**config.mk**
```make
export PLATFORM = sky130hd
export DESIGN_NAME = div_sign_ctrl
export DESIGN_NICKNAME = d
export VERILOG_FILES = /design/src/rtl/div_sign_ctrl.sv
export SDC_FILE = /design/constraint.sdc
export NUM_CORES = 1
export LEC_CHECK = 0
export ABC_AREA = 1
export CORE_ASPECT_RATIO = 0.8
export CORE_UTILIZATION = 30
export CTS_CLUSTER_DIAMETER = 100
export DETAILED_ROUTE_END_ITERATION = 8
export PLACE_DENSITY = 0.6
export SLEW_MARGIN = 10
export SYNTH_ARGS = -nofsm -noshare
export SYNTH_HDL_FRONTEND = slang
export SYNTH_SLANG_ARGS = --single-unit
```
**constraint.sdc**
```tcl
create_clock -name clk -period 3.1 [get_ports clk]
set_input_delay 0.31 -clock clk [delete_from_list [all_inputs] [get_ports clk]]
set_output_delay 0.31 -clock clk [all_outputs]
set_load 0.005 [all_outputs]
```
**src/rtl/div_sign_ctrl.sv**
```systemverilog
`default_nettype none
// ============================================================================
// Module      : div_sign_ctrl
// Description : Request/response front-end for the iterative unsigned divider.
//               Converts signed DIV/REM operands to magnitudes, starts the
//               divider, and sign-corrects its quotient/remainder. Divide by
//               zero and signed overflow are answered without the divider.
// Revision    : 1.0 - initial release
// ============================================================================
module div_sign_ctrl #(
    parameter int XLEN = 32
) (
    input  logic            clk,
    input  logic            rst,
    input  logic            req_valid_i,
    output logic            req_ready_o,
    input  logic [1:0]      op_i,
    input  logic [XLEN-1:0] opr1_i,
    input  logic [XLEN-1:0] opr2_i,
    input  logic            flush_i,
    output logic            div_start_o,
    output logic [XLEN-1:0] div_opr1_o,
    output logic [XLEN-1:0] div_opr2_o,
    input  logic            div_done_i,
    input  logic [XLEN-1:0] div_quo_i,
    input  logic [XLEN-1:0] div_rem_i,
    output logic            rsp_valid_o,
    input  logic            rsp_ready_i,
    output logic [XLEN-1:0] rsp_result_o
);

    localparam logic [2:0] c_IDLE  = 3'd0;
    localparam logic [2:0] c_START = 3'd1;
    localparam logic [2:0] c_WAIT  = 3'd2;
    localparam logic [2:0] c_RESP  = 3'd3;
    localparam logic [2:0] c_DRAIN = 3'd4;

    localparam logic [XLEN-1:0] c_ONES = {XLEN{1'b1}};
    localparam logic [XLEN-1:0] c_MIN  = {1'b1, {(XLEN-1){1'b0}}};

    logic [2:0]      r_state;
    logic            r_is_rem;
    logic            r_s1;
    logic            r_s2;
    logic [XLEN-1:0] r_opr1;
    logic [XLEN-1:0] r_opr2;
    logic [XLEN-1:0] r_result;

    // Decode of the incoming request (only meaningful while idle)
    logic            w_accept;
    logic            w_signed;
    logic            w_is_rem;
    logic            w_s1;
    logic            w_s2;
    logic            w_div_zero;
    logic            w_overflow;
    logic            w_special;
    logic [XLEN-1:0] w_special_res;
    logic [XLEN-1:0] w_mag1;
    logic [XLEN-1:0] w_mag2;

    // Sign correction of the divider output
    logic [XLEN-1:0] w_sel;
    logic            w_neg;
    logic [XLEN-1:0] w_fixed;

    // Flush wins over a simultaneous request in IDLE
    assign w_accept      = (r_state == c_IDLE) && req_valid_i && !flush_i;
    assign w_signed      = ~op_i[0];
    assign w_is_rem      = op_i[1];
    assign w_s1          = w_signed & opr1_i[XLEN-1];
    assign w_s2          = w_signed & opr2_i[XLEN-1];
    assign w_div_zero    = (opr2_i == '0);
    assign w_overflow    = w_signed && (opr1_i == c_MIN) && (opr2_i == c_ONES);
    assign w_special     = w_div_zero || w_overflow;
    assign w_special_res = w_div_zero ? (w_is_rem ? opr1_i : c_ONES)
                                      : (w_is_rem ? '0     : c_MIN);
    // Negating the most negative value wraps back to itself, which is the
    // correct unsigned magnitude.
    assign w_mag1        = w_s1 ? -opr1_i : opr1_i;
    assign w_mag2        = w_s2 ? -opr2_i : opr2_i;

    // Quotient takes the xor of the operand signs, remainder follows dividend
    assign w_sel         = r_is_rem ? div_rem_i : div_quo_i;
    assign w_neg         = r_is_rem ? r_s1 : (r_s1 ^ r_s2);
    assign w_fixed       = w_neg ? -w_sel : w_sel;

    // Control FSM
    always_ff @(posedge clk or posedge rst) begin
        if (rst) begin
            r_state <= c_IDLE;
        end else begin
            case (r_state)
                c_IDLE: begin
                    if (w_accept) begin
                        r_state <= w_special ? c_RESP : c_START;
                    end
                end
                c_START: begin
                    r_state <= flush_i ? c_DRAIN : c_WAIT;
                end
                c_WAIT: begin
                    // A done arriving together with flush is already consumed,
                    // so there is nothing left to drain.
                    if (flush_i) begin
                        r_state <= div_done_i ? c_IDLE : c_DRAIN;
                    end else if (div_done_i) begin
                        r_state <= c_RESP;
                    end
                end
                c_RESP: begin
                    if (flush_i || rsp_ready_i) begin
                        r_state <= c_IDLE;
                    end
                end
                c_DRAIN: begin
                    if (div_done_i) begin
                        r_state <= c_IDLE;
                    end
                end
                default: begin
                    r_state <= c_IDLE;
                end
            endcase
        end
    end

    // Operand capture, sign flags and result register
    always_ff @(posedge clk or posedge rst) begin
        if (rst) begin
            r_is_rem <= 1'b0;
            r_s1     <= 1'b0;
            r_s2     <= 1'b0;
            r_opr1   <= '0;
            r_opr2   <= '0;
            r_result <= '0;
        end else begin
            if (w_accept) begin
                r_is_rem <= w_is_rem;
                r_s1     <= w_s1;
                r_s2     <= w_s2;
                if (w_special) begin
                    r_result <= w_special_res;
                end else begin
                    r_opr1 <= w_mag1;
                    r_opr2 <= w_mag2;
                end
            end else if ((r_state == c_WAIT) && div_done_i && !flush_i) begin
                r_result <= w_fixed;
            end
        end
    end

    assign req_ready_o  = (r_state == c_IDLE);
    assign div_start_o  = (r_state == c_START);
    assign rsp_valid_o  = (r_state == c_RESP);
    assign div_opr1_o   = r_opr1;
    assign div_opr2_o   = r_opr2;
    assign rsp_result_o = r_result;

endmodule
`default_nettype wire

```
; Yosys cells after proc, flatten, opt, wreduce, memory -nomap -nowiden
; Index checks and enable logic that the tools add are counted.
[totals]
ff_bits = 102
in_bits = 136
out_inout_bits = 99
elab_cells = 61
[classes]
addsub = 3
n_eq_ne = 11
n_mux = 20
bitwise_logic = 5
n_reduce_logical = 15
[ops]
columns = operator, n
row1 = $mux 32, 10
row2 = $neg 32->32, 3
row3 = $eq 32x32->1 const B, 2
row4 = $logic_not 32->1, 1
row5 = $mux 3, 7
row6 = $pmux 3 s5, 1
row7 = $eq 3x2->1 const B, 2
row8 = $logic_and 1x1->1, 6
row9 = $ne 2x1->1 const B, 3
row10 = $reduce_and 2->1, 2
row11 = $reduce_and 4->1, 1
row12 = $eq 3x1->1 const B, 1
row13 = $eq 3x3->1 const B, 1
row14 = $logic_not 3->1, 1
row15 = $ne 3x3->1 const B, 1
row16 = $and 1x1->1, 2
row17 = $logic_or 1x1->1, 2
row18 = $mux 2, 1
row19 = $ne 2x2->1 const B, 1
row20 = $not 1->1, 2
row21 = $reduce_bool 2->1, 1
row22 = $logic_not 1->1, 1
row23 = $mux 1, 1
row24 = $xor 1x1->1, 1

; Logic depth before layout (Yosys ltp)
; Gate-level depths: netlist of the first run.
[depth]
depth_word = 7
mapped_depth = 16
mapped_depth_nobuf = 15

; Worst setup path after synthesis of the first run
; Ideal clock, no wire load.
[synth_timing]
kind = input to register
start = in opr2_i[0]
end = reg r_result[21], in the netlist rsp_result_o[21]
setup_ns = 0.122
arrival_time_ns = 1.668
required_ns = 2.978
slack_ns = 1.311
stages = 13
n_path_buf = 2
path_cell_list = inv_1 > ha_1 > nand3_1 > nor2_4 > inv_2 > nor2_2 > nand4_1 > nand3_2 > buf_6 > nand2_4 > buf_6 > nor2_1 > a21oi_1
[synth_via]
elab_chain_len = 5
elab_cells_between_ends = 9
cone_classes = eq/ne: 2 / mux: 3 / reduce/logical: 4
[synth_rtl]
columns = element, line
row1 = start: declaration, 19  ; input logic [XLEN-1:0] opr2_i,
row2 = $eq 32x32->1, 74  ; assign w_overflow = w_signed && (opr1_i == c_MIN) && (opr2_i == c_ONES);
row3 = $logic_and 1x1->1, 74
row4 = $logic_or 1x1->1, 75  ; assign w_special = w_div_zero || w_overflow;
row5 = $ne 2x1->1 (no line), --
row6 = $reduce_and 2->1 (no line), --
row7 = end signal: assignment, 143  ; r_result <= w_special_res;
row8 = end signal: assignment, 149  ; r_result <= w_fixed;
row9 = end: declaration, 47  ; logic [XLEN-1:0] r_result;
; Parallel ways exist; a longest one is shown, timed or not. The select of a mux whose other input is x is not followed.
; A chain may end at the register's enable or synchronous reset.

; Final worst setup path of the first run
[layout_timing]
start = reg r_is_rem
end = reg r_result[22], in the netlist rsp_result_o[22]
[layout_via]
elab_chain_len = 5
elab_cells_between_ends = 6
cone_classes = add/sub: 1 / mux: 5
[layout_rtl]
columns = element, line
row1 = start: declaration, 42  ; logic r_is_rem;
row2 = start signal: assignment, 139  ; r_is_rem <= w_is_rem;
row3 = $mux 32, 84  ; assign w_sel = r_is_rem ? div_rem_i : div_quo_i;
row4 = $neg 32->32, 86  ; assign w_fixed = w_neg ? -w_sel : w_sel;
row5 = $mux 32 (*), 86
row6 = $mux 32 (*), 148  ; end else if ((r_state == c_WAIT) && div_done_i && !flush_i) begin
row7 = $mux 32 (*), 138  ; if (w_accept) begin
; Every way passes the cells marked *; elsewhere a longest branch is shown, timed or not. The select of a mux whose other input is x is not followed.

==> results of run 1 <==
Yosys cell counts, drive strengths merged:
library cell	number	area share [%]
nor2	164	9.0
o31ai	2	0.19
a31oi	2	0.16
ha	4	0.64
o21a	4	0.38
nand3	106	7.1
o21ai	107	6.9
a21o	1	0.096
buf	30	2.2
clkbuf	12	0.58
nand3b	3	0.29
mux2i	2	0.26
nor3	11	0.71
a22oi	1	0.096
nand4	14	1.1
xnor2	7	0.79
a21oi	16	1.0
inv	135	6.5
o211ai	5	0.48
dfrtp	102	33
o22ai	4	0.32
or2	2	0.16
xor2	38	4.3
nor4	1	0.080
nand2	492	24
o221ai	1	0.11
report_power, final:
| part | switching (mW) | internal, mW |
|---|---|---|
| sequential | 0.434 | 1.95 |
| clock | 0.546 | 0.659 |
| combinational | 2.68 | 2.15 |
worst max-delay path, cell delays in order, from the launching register on:
cell and delay (ps):
dfrtp_1 360, buf_4 410, nand2_1 100, nand2_1 130
ha_1 190, nand3_1 150, nor2_1 250, nand3_1 160
nand2_1 230, nand2_1 90, nand2_1 70, nand3_1 70
nand2_1 70, nand2_1 50
cell usage in the layout (no fill, tap or decap), types with 6 or more instances in the layout:
master	n
nand3_1	102
clkbuf_16	9
o21ai_1	7
nor2_2	18
nand4_1	14
dfrtp_1	102
nor2_4	6
a21oi_1	16
clkdlybuf4s50_1	234
nand2_1	487
xnor2_1	7
nor3_1	11
inv_1	126
o21ai_0	100
buf_4	12
nor2_1	140
inv_2	8
xor2_1	38
state kept, by name, indices dropped and copies added, names as in the netlist:
register      cells
div_opr2_o       32
rsp_result_o     32
r_is_rem          1
r_state           3
r_s1              1
r_s2              1
div_opr1_o       32
final timing paths:
kind	start	endpoint	slack (ps)
min	rst	div_opr2_o[3]$_DFFE_PP0P_	380
max in group asynchronous	rst	div_opr1_o[6]$_DFFE_PP0P_	1970
max	r_is_rem$_DFFE_PP0N_	rsp_result_o[22]$_DFFE_PP0P_	660
min reg2reg	div_opr1_o[21]$_DFFE_PP0P_	div_opr1_o[21]$_DFFE_PP0P_	480
min in group clk	div_opr1_o[21]$_DFFE_PP0P_	div_opr1_o[21]$_DFFE_PP0P_	480
max reg2reg	r_is_rem$_DFFE_PP0N_	rsp_result_o[22]$_DFFE_PP0P_	660
per-layer routing:
layer	vias up	routed length, µm	GRT usage [%]
met3	12	1650	3.37
li1	4410	-	-
met4	0	163	2.14
met2	235	11700	32.0
met5	-	0	0
met1	3970	14400	31.8
stage by stage:
step / util (%) / hold WS [ps]
after CTS: 42.4 / 397
after global routing: 42.4 / 429
final: 42.5 / 381
after global placement: 41.2 / 463
after detailed placement: 41.2 / 468
after floorplan: - / 448
final cells by class:
type | count | share of cell area (%)
clock inverters | 5 | 0.602
repair buffers | 247 | 22.7
inverters | 135 | 4.72
well taps | 351 | 4.07
clock buffers | 11 | 2.25
flip-flops and latches | 102 | 23.6
multi-input cells | 987 | 42.0
diodes | 1 | 0.0232
kinds of logic (layout without fill, tap and decap cells):
kind of cell             count (synthesis)  count (layout)
buffers and inverters                  177             398
AO/OA/AOI/OAI                          143             143
XOR/XNOR                                45              45
adder cells (fa/ha/maj)                  4               4
other                                    0               1
AND/OR/NAND/NOR                        793             793
flip-flops                             102             102
multiplexers                             2               2
==> impl_metrics.sql, run 1 <==
INSERT INTO impl_metrics (metric_group, metric, value, unit) VALUES
('sta', 'tightestPinTransition', '679', 'ps'),
('logic_synthesis', 'synthAdderAreaFrac', '0.641', '%'),
('sta', 'fin_ws', '658', 'ps'),
('pwr', 'power_leakage', '5.25', 'nW'),
('die', 'chipWidth', '182', 'µm'),
('placed_design', 'dpl_worst_slack', '396', 'ps'),
('drt', 'num_vias', '8627', ''),
('logic_synthesis', 'ys_seq_elements', '102', ''),
('cells_and_area', 'final_design_area_no_fill', '10800', 'µm²'),
('die', 'core.rowCount', '52', ''),
('logic_synthesis', 'synth_top_family_by_area', 'simple AND/OR/NAND/NOR gates', ''),
('cells_and_area', 'layout-area-overhead-vs-synth', '38.3', '%'),
('logic_synthesis', 'synth-compound-area-share', '9.73', '%'),
('sta', 'timing.final.max_slew_violations', '0', ''),
('clocking', 'clk_transition_reported_paths', '80', 'ps'),
('clocking', 'cts.htree.levels', '3', ''),
('logic_synthesis', 'synth-seq-area-share', '32.7', '%'),
('die', 'floorplan.core_area', '25400', 'µm²'),
('sta', 'timing.slew.headroom', '54.5', '%'),
('logic_synthesis', 'synth-simple-area-share', '42.3', '%'),
('clocking', 'total_setup_buffers_inserted_after_cts', '0', ''),
('pwr', 'pwrdens', '779', 'nW/µm²'),
('grt', 'vias_in_the_first_global_route', '8159', ''),
('grt', 'grt_start_max_net_pins', '60', ''),
('clocking', 'clk-insertion-delay-late', '350', 'ps'),
('grt', 'overflow', '0', ''),
('placed_design', 'dp.cells', '1822', ''),
('status', 'run_status', 'finished clean', ''),
('cells_and_area', 'layout.nets', '1622', ''),
('clocking', 'clock-root-buffer', 'clkbuf_16', ''),
('sta', 'fmax', '0.409', 'GHz'),
('pwr', 'p_total', '8.41', 'mW'),
('sta', 'final.setup.tns', '0', 'ps'),
('sta', 'finClkSkew', '10.6', 'ps'),
('logic_synthesis', 'synth_area_per_cell', '6.17', 'µm²'),
('clocking', 'tritoncts.num_buffers', '9', ''),
('clocking', 'postCtsHoldBufs', '0', ''),
('cells_and_area', 'drive_gt1_share', '4.77', '%'),
('clocking', 'tritoncts_num_sinks', '102', ''),
('grt', 'track_usage', '21.0', '%'),
('drt', 'route.detailed.wl_per_inst', '15.2', 'µm'),
('sta', 'setup_repair_after_global_routing_missed_its_margin', 'false', ''),
('drt', 'drt-vias-per-instance', '4.69', ''),
('worst_setup_path', 'crit_arrival', '2690', 'ps'),
('die', 'ioPinCount', '235', ''),
('sta', 'fin_crit', '2440', 'ps'),
('grt', 'grt_antenna_before_repair', '2', ''),
('placed_design', 'gpl.final_weighted_congestion', '0.906', ''),
('die', 'floorplan.initialDensity', '30.7', '%'),
('worst_setup_path', 'critPathKind', 'flop to flop', ''),
('die', 'dieHeight', '146', 'µm'),
('sta', 'timing.final.setup_violations', '0', ''),
('cells_and_area', 'multiInputGateArea', '4540', 'µm²'),
('pwr', 'ir_worst_vdd', '0.312', 'mV'),
('worst_setup_path', 'setup.worst_path.end_class', 'flop', ''),
('logic_synthesis', 'synth-xor-area-share', '5.05', '%'),
('logic_synthesis', 'syn_inst', '1266', ''),
('drt', 'drtIter0Drc', '640', ''),
('worst_setup_path', 'worst_ep_required_time', '3340', 'ps'),
('worst_setup_path', 'worst_r2r_path_depth', '13', ''),
('drt', 'totalWireLength', '28000', 'µm'),
('logic_synthesis', 'synth_cell_types', '37', ''),
('clocking', 'clk_path_buf_depth', '2', ''),
('cells_and_area', 'seq_area', '2550', 'µm²'),
('placed_design', 'placed_cell_areas', '10500', 'µm²'),
('drt', 'route.antenna.remaining_nets', '0', ''),
('worst_setup_path', 'worst_setup_path_start_kind', 'flop', ''),
('logic_synthesis', 'syn_nets', '1406', ''),
('logic_synthesis', 'synth.area.mux_share', '0.256', '%'),
('sta', 'timing.final.crit_share', '78.8', '%'),
('worst_setup_path', 'critical_path.max_fanout', '47', '');
Power figures use the tool's default switching activity.
==> run 2, diff against run 1 <==
clock period = 2.2 ns   (was 3.1 ns; I/O delays follow)
==> impl_metrics.sql, run 2 (same netlist as run 1, synthesis figures left out) <==
INSERT INTO impl_metrics (metric_group, metric, value, unit) VALUES
('drt', 'drt-vias-per-instance', '4.62', ''),
('sta', 'timing.final.setup_violations', '0', ''),
('cells_and_area', 'layout.nets', '1721', ''),
('sta', 'tightestPinTransition', '614', 'ps'),
('die', 'floorplan.initialDensity', '30.7', '%'),
('placed_design', 'gpl.final_weighted_congestion', '0.888', ''),
('cells_and_area', 'final_core_util', '46.0', '%'),
('sta', 'setup_repair_after_global_routing_missed_its_margin', 'false', ''),
('clocking', 'clock-root-buffer', 'clkbuf_16', ''),
('drt', 'drt_drc_violations_left', '0', ''),
('worst_setup_path', 'worst_ep_required_time', '2480', 'ps'),
('worst_setup_path', 'worst_r2r_path_depth', '15', ''),
('sta', 'timing.slew.headroom', '59.0', '%'),
('placed_design', 'dpl_worst_slack', '-223', 'ps'),
('sta', 'fin_ws', '153', 'ps'),
('drt', 'totalWireLength', '28200', 'µm'),
('sta', 'whs', '343', 'ps'),
('placed_design', 'port-buffer-count', '234', ''),
('die', 'core.rowCount', '52', ''),
('clocking', 'cts.htree.levels', '3', ''),
('die', 'dieHeight', '146', 'µm'),
('sta', 'fin_crit', '2050', 'ps'),
('grt', 'overflow', '0', ''),
('drt', 'route.antenna.remaining_nets', '0', ''),
('pwr', 'ir_worst_vdd', '0.641', 'mV'),
('grt', 'vias_in_the_first_global_route', '8539', ''),
('cells_and_area', 'final_design_area_no_fill', '11700', 'µm²'),
('worst_setup_path', 'worst_setup_path_start_kind', 'primary input', ''),
('worst_setup_path', 'reg2reg_setup_slack', '210', 'ps'),
('pwr', 'pwrdens', '1040', 'nW/µm²'),
('grt', 'track_usage', '21.4', '%'),
('drt', 'drt_pass1_iterations', '5', ''),
('die', 'floorplan.core_area', '25400', 'µm²'),
('pwr', 'p_total', '12.2', 'mW'),
('clocking', 'clk_transition_reported_paths', '80', 'ps'),
('hold_path', 'worstHoldPathType', 'primary input to asynchronous set/reset pin', ''),
('placed_design', 'placed_cell_areas', '11400', 'µm²'),
('die', 'ioPinCount', '235', ''),
('drt', 'route.detailed.wl_per_inst', '14.5', 'µm'),
('worst_setup_path', 'crit_arrival', '2320', 'ps'),
('clocking', 'clk-insertion-delay-late', '360', 'ps'),
('grt', 'wire_length_of_the_first_global_routing_pass', '45300', 'µm'),
('cells_and_area', 'layout-area-overhead-vs-synth', '49.9', '%'),
('status', 'run_status', 'finished clean', ''),
('cells_and_area', 'layout_commonest_cell', 'nand2_1', ''),
('cells_and_area', 'drive_gt1_share', '11.8', '%'),
('drt', 'num_vias', '8953', ''),
('clocking', 'tritoncts.num_buffers', '9', ''),
('cells_and_area', 'final_cell_mix', '480 x nand2_1, 234 x clkdlybuf4s50_1, 137 x nor2_1', ''),
('worst_setup_path', 'critical_path.max_fanout', '18', ''),
('clocking', 'postCtsHoldBufs', '0', ''),
('grt', 'grt_antenna_before_repair', '2', ''),
('drt', 'drtIter0Drc', '663', ''),
('die', 'design.die.area', '26700', 'µm²'),
('die', 'chipWidth', '182', 'µm'),
('sta', 'hold_viol_final', '0', ''),
('flow_run', 'max-cap-violations', '0', ''),
('sta', 'timing.final.max_slew_violations', '0', ''),
('grt', 'grt_start_max_net_pins', '103', ''),
('clocking', 'tritoncts_num_sinks', '102', ''),
('worst_setup_path', 'setup.worst_path.end_class', 'flop', ''),
('pwr', 'power_leakage', '5.75', 'nW'),
('worst_setup_path', 'r2r_end', 'rsp_result_o[19]$_DFFE_PP0P_', ''),
('sta', 'timing.final.crit_share', '93.0', '%'),
('worst_setup_path', 'critPathKind', 'primary input to flop', ''),
('worst_setup_path', 'crit-reg2reg-launch', 'r_is_rem$_DFFE_PP0N_', ''),
('clocking', 'cts_tree', 'yes', ''),
('clocking', 'clk_path_buf_depth', '2', ''),
('sta', 'fmax', '0.489', 'GHz'),
('placed_design', 'dp_hpwl', '22500', 'µm'),
('sta', 'finClkSkew', '10.2', 'ps');
run 2: cell count changes in the layout (fill, tap and decap cells not counted), moves of 3 or more:
| cell | change |
|---|---|
| nand2_2 | +6 |
| nand3_1 | -3 |
| buf_4 | +88 |
| nor2_1 | -3 |
| nand3_2 | +3 |
| nand2_1 | -7 |
| buf_12 | +10 |
run 2: how the worst max path moves through the flow:
stage                    startpoint                           end  slack (ps)  cells after the start
2_1_floorplan  r_is_rem$_DFFE_PP0N_  rsp_result_o[18]$_DFFE_PP0P_         410                     14
5_1_grt                   opr2_i[0]  rsp_result_o[21]$_DFFE_PP0P_          10                     15
6_report                  opr2_i[0]  rsp_result_o[21]$_DFFE_PP0P_         150                     15
3_5_place_dp              opr2_i[0]  rsp_result_o[21]$_DFFE_PP0P_        -220                     15
3_3_place_gp              opr2_i[1]  rsp_result_o[22]$_DFFE_PP0P_        -160                     14
4_1_cts        r_is_rem$_DFFE_PP0N_  rsp_result_o[10]$_DFFE_PP0P_          30                     13
run 2: power by group:
| part | internal, mW | total (mW) | switching (mW) |
|---|---|---|---|
| sequential | 2.74 | 3.35 | 0.608 |
| combinational | 3.43 | 7.26 | 3.83 |
| clock | 0.786 | 1.59 | 0.803 |
run 2: layout make-up:
| cell class | instances | area [µm²] |
|---|---|---|
| tap | 351 | 439 |
| multi-input combinational | 987 | 4590 |
| fill | 2634 | 13700 |
| clock inverter | 6 | 53.8 |
| inverter | 135 | 513 |
| antenna | 1 | 2.50 |
| clock buffer | 9 | 225 |
| sequential | 102 | 2550 |
| timing repair buffer | 346 | 3320 |
run 2: repair_timing:
| action | CTS | global route |
|---|---|---|
| buffers inserted | 0 | 0 |
| resized for setup | 0 | 21 |
| endpoints found under the setup margin | 0 | 23 |
run 2: per-stage QoR:
stage / setup TNS [ps] / cells
finish: 0 / 1937
detailed placement: -13940 / 1921
CTS: 0 / 1936
global placement: -8090 / 1921
floorplan: 0 / 1266
global route: 0 / 1936
run 2: worst max-delay path: stages:
cell and delay (ps):
clkdlybuf4s50_1 450, inv_1 110, ha_2 200, nand3_2 100
nor2_4 120, inv_2 50, nor2_2 110, nand4_1 210
buf_4 210, nand2_1 70, nand2_1 60, nand2_2 80
buf_12 150, nor2_1 50, a21oi_1 120
run 2: routing by layer:
layer | part of all wire (%) | up-vias | track usage (%)
met5 | 0.050 | - | 0
met4 | 0.97 | 2 | 3.40
met3 | 7.1 | 20 | 4.42
met2 | 41 | 274 | 32.0
met1 | 50 | 4056 | 32.1
li1 | - | 4601 | -
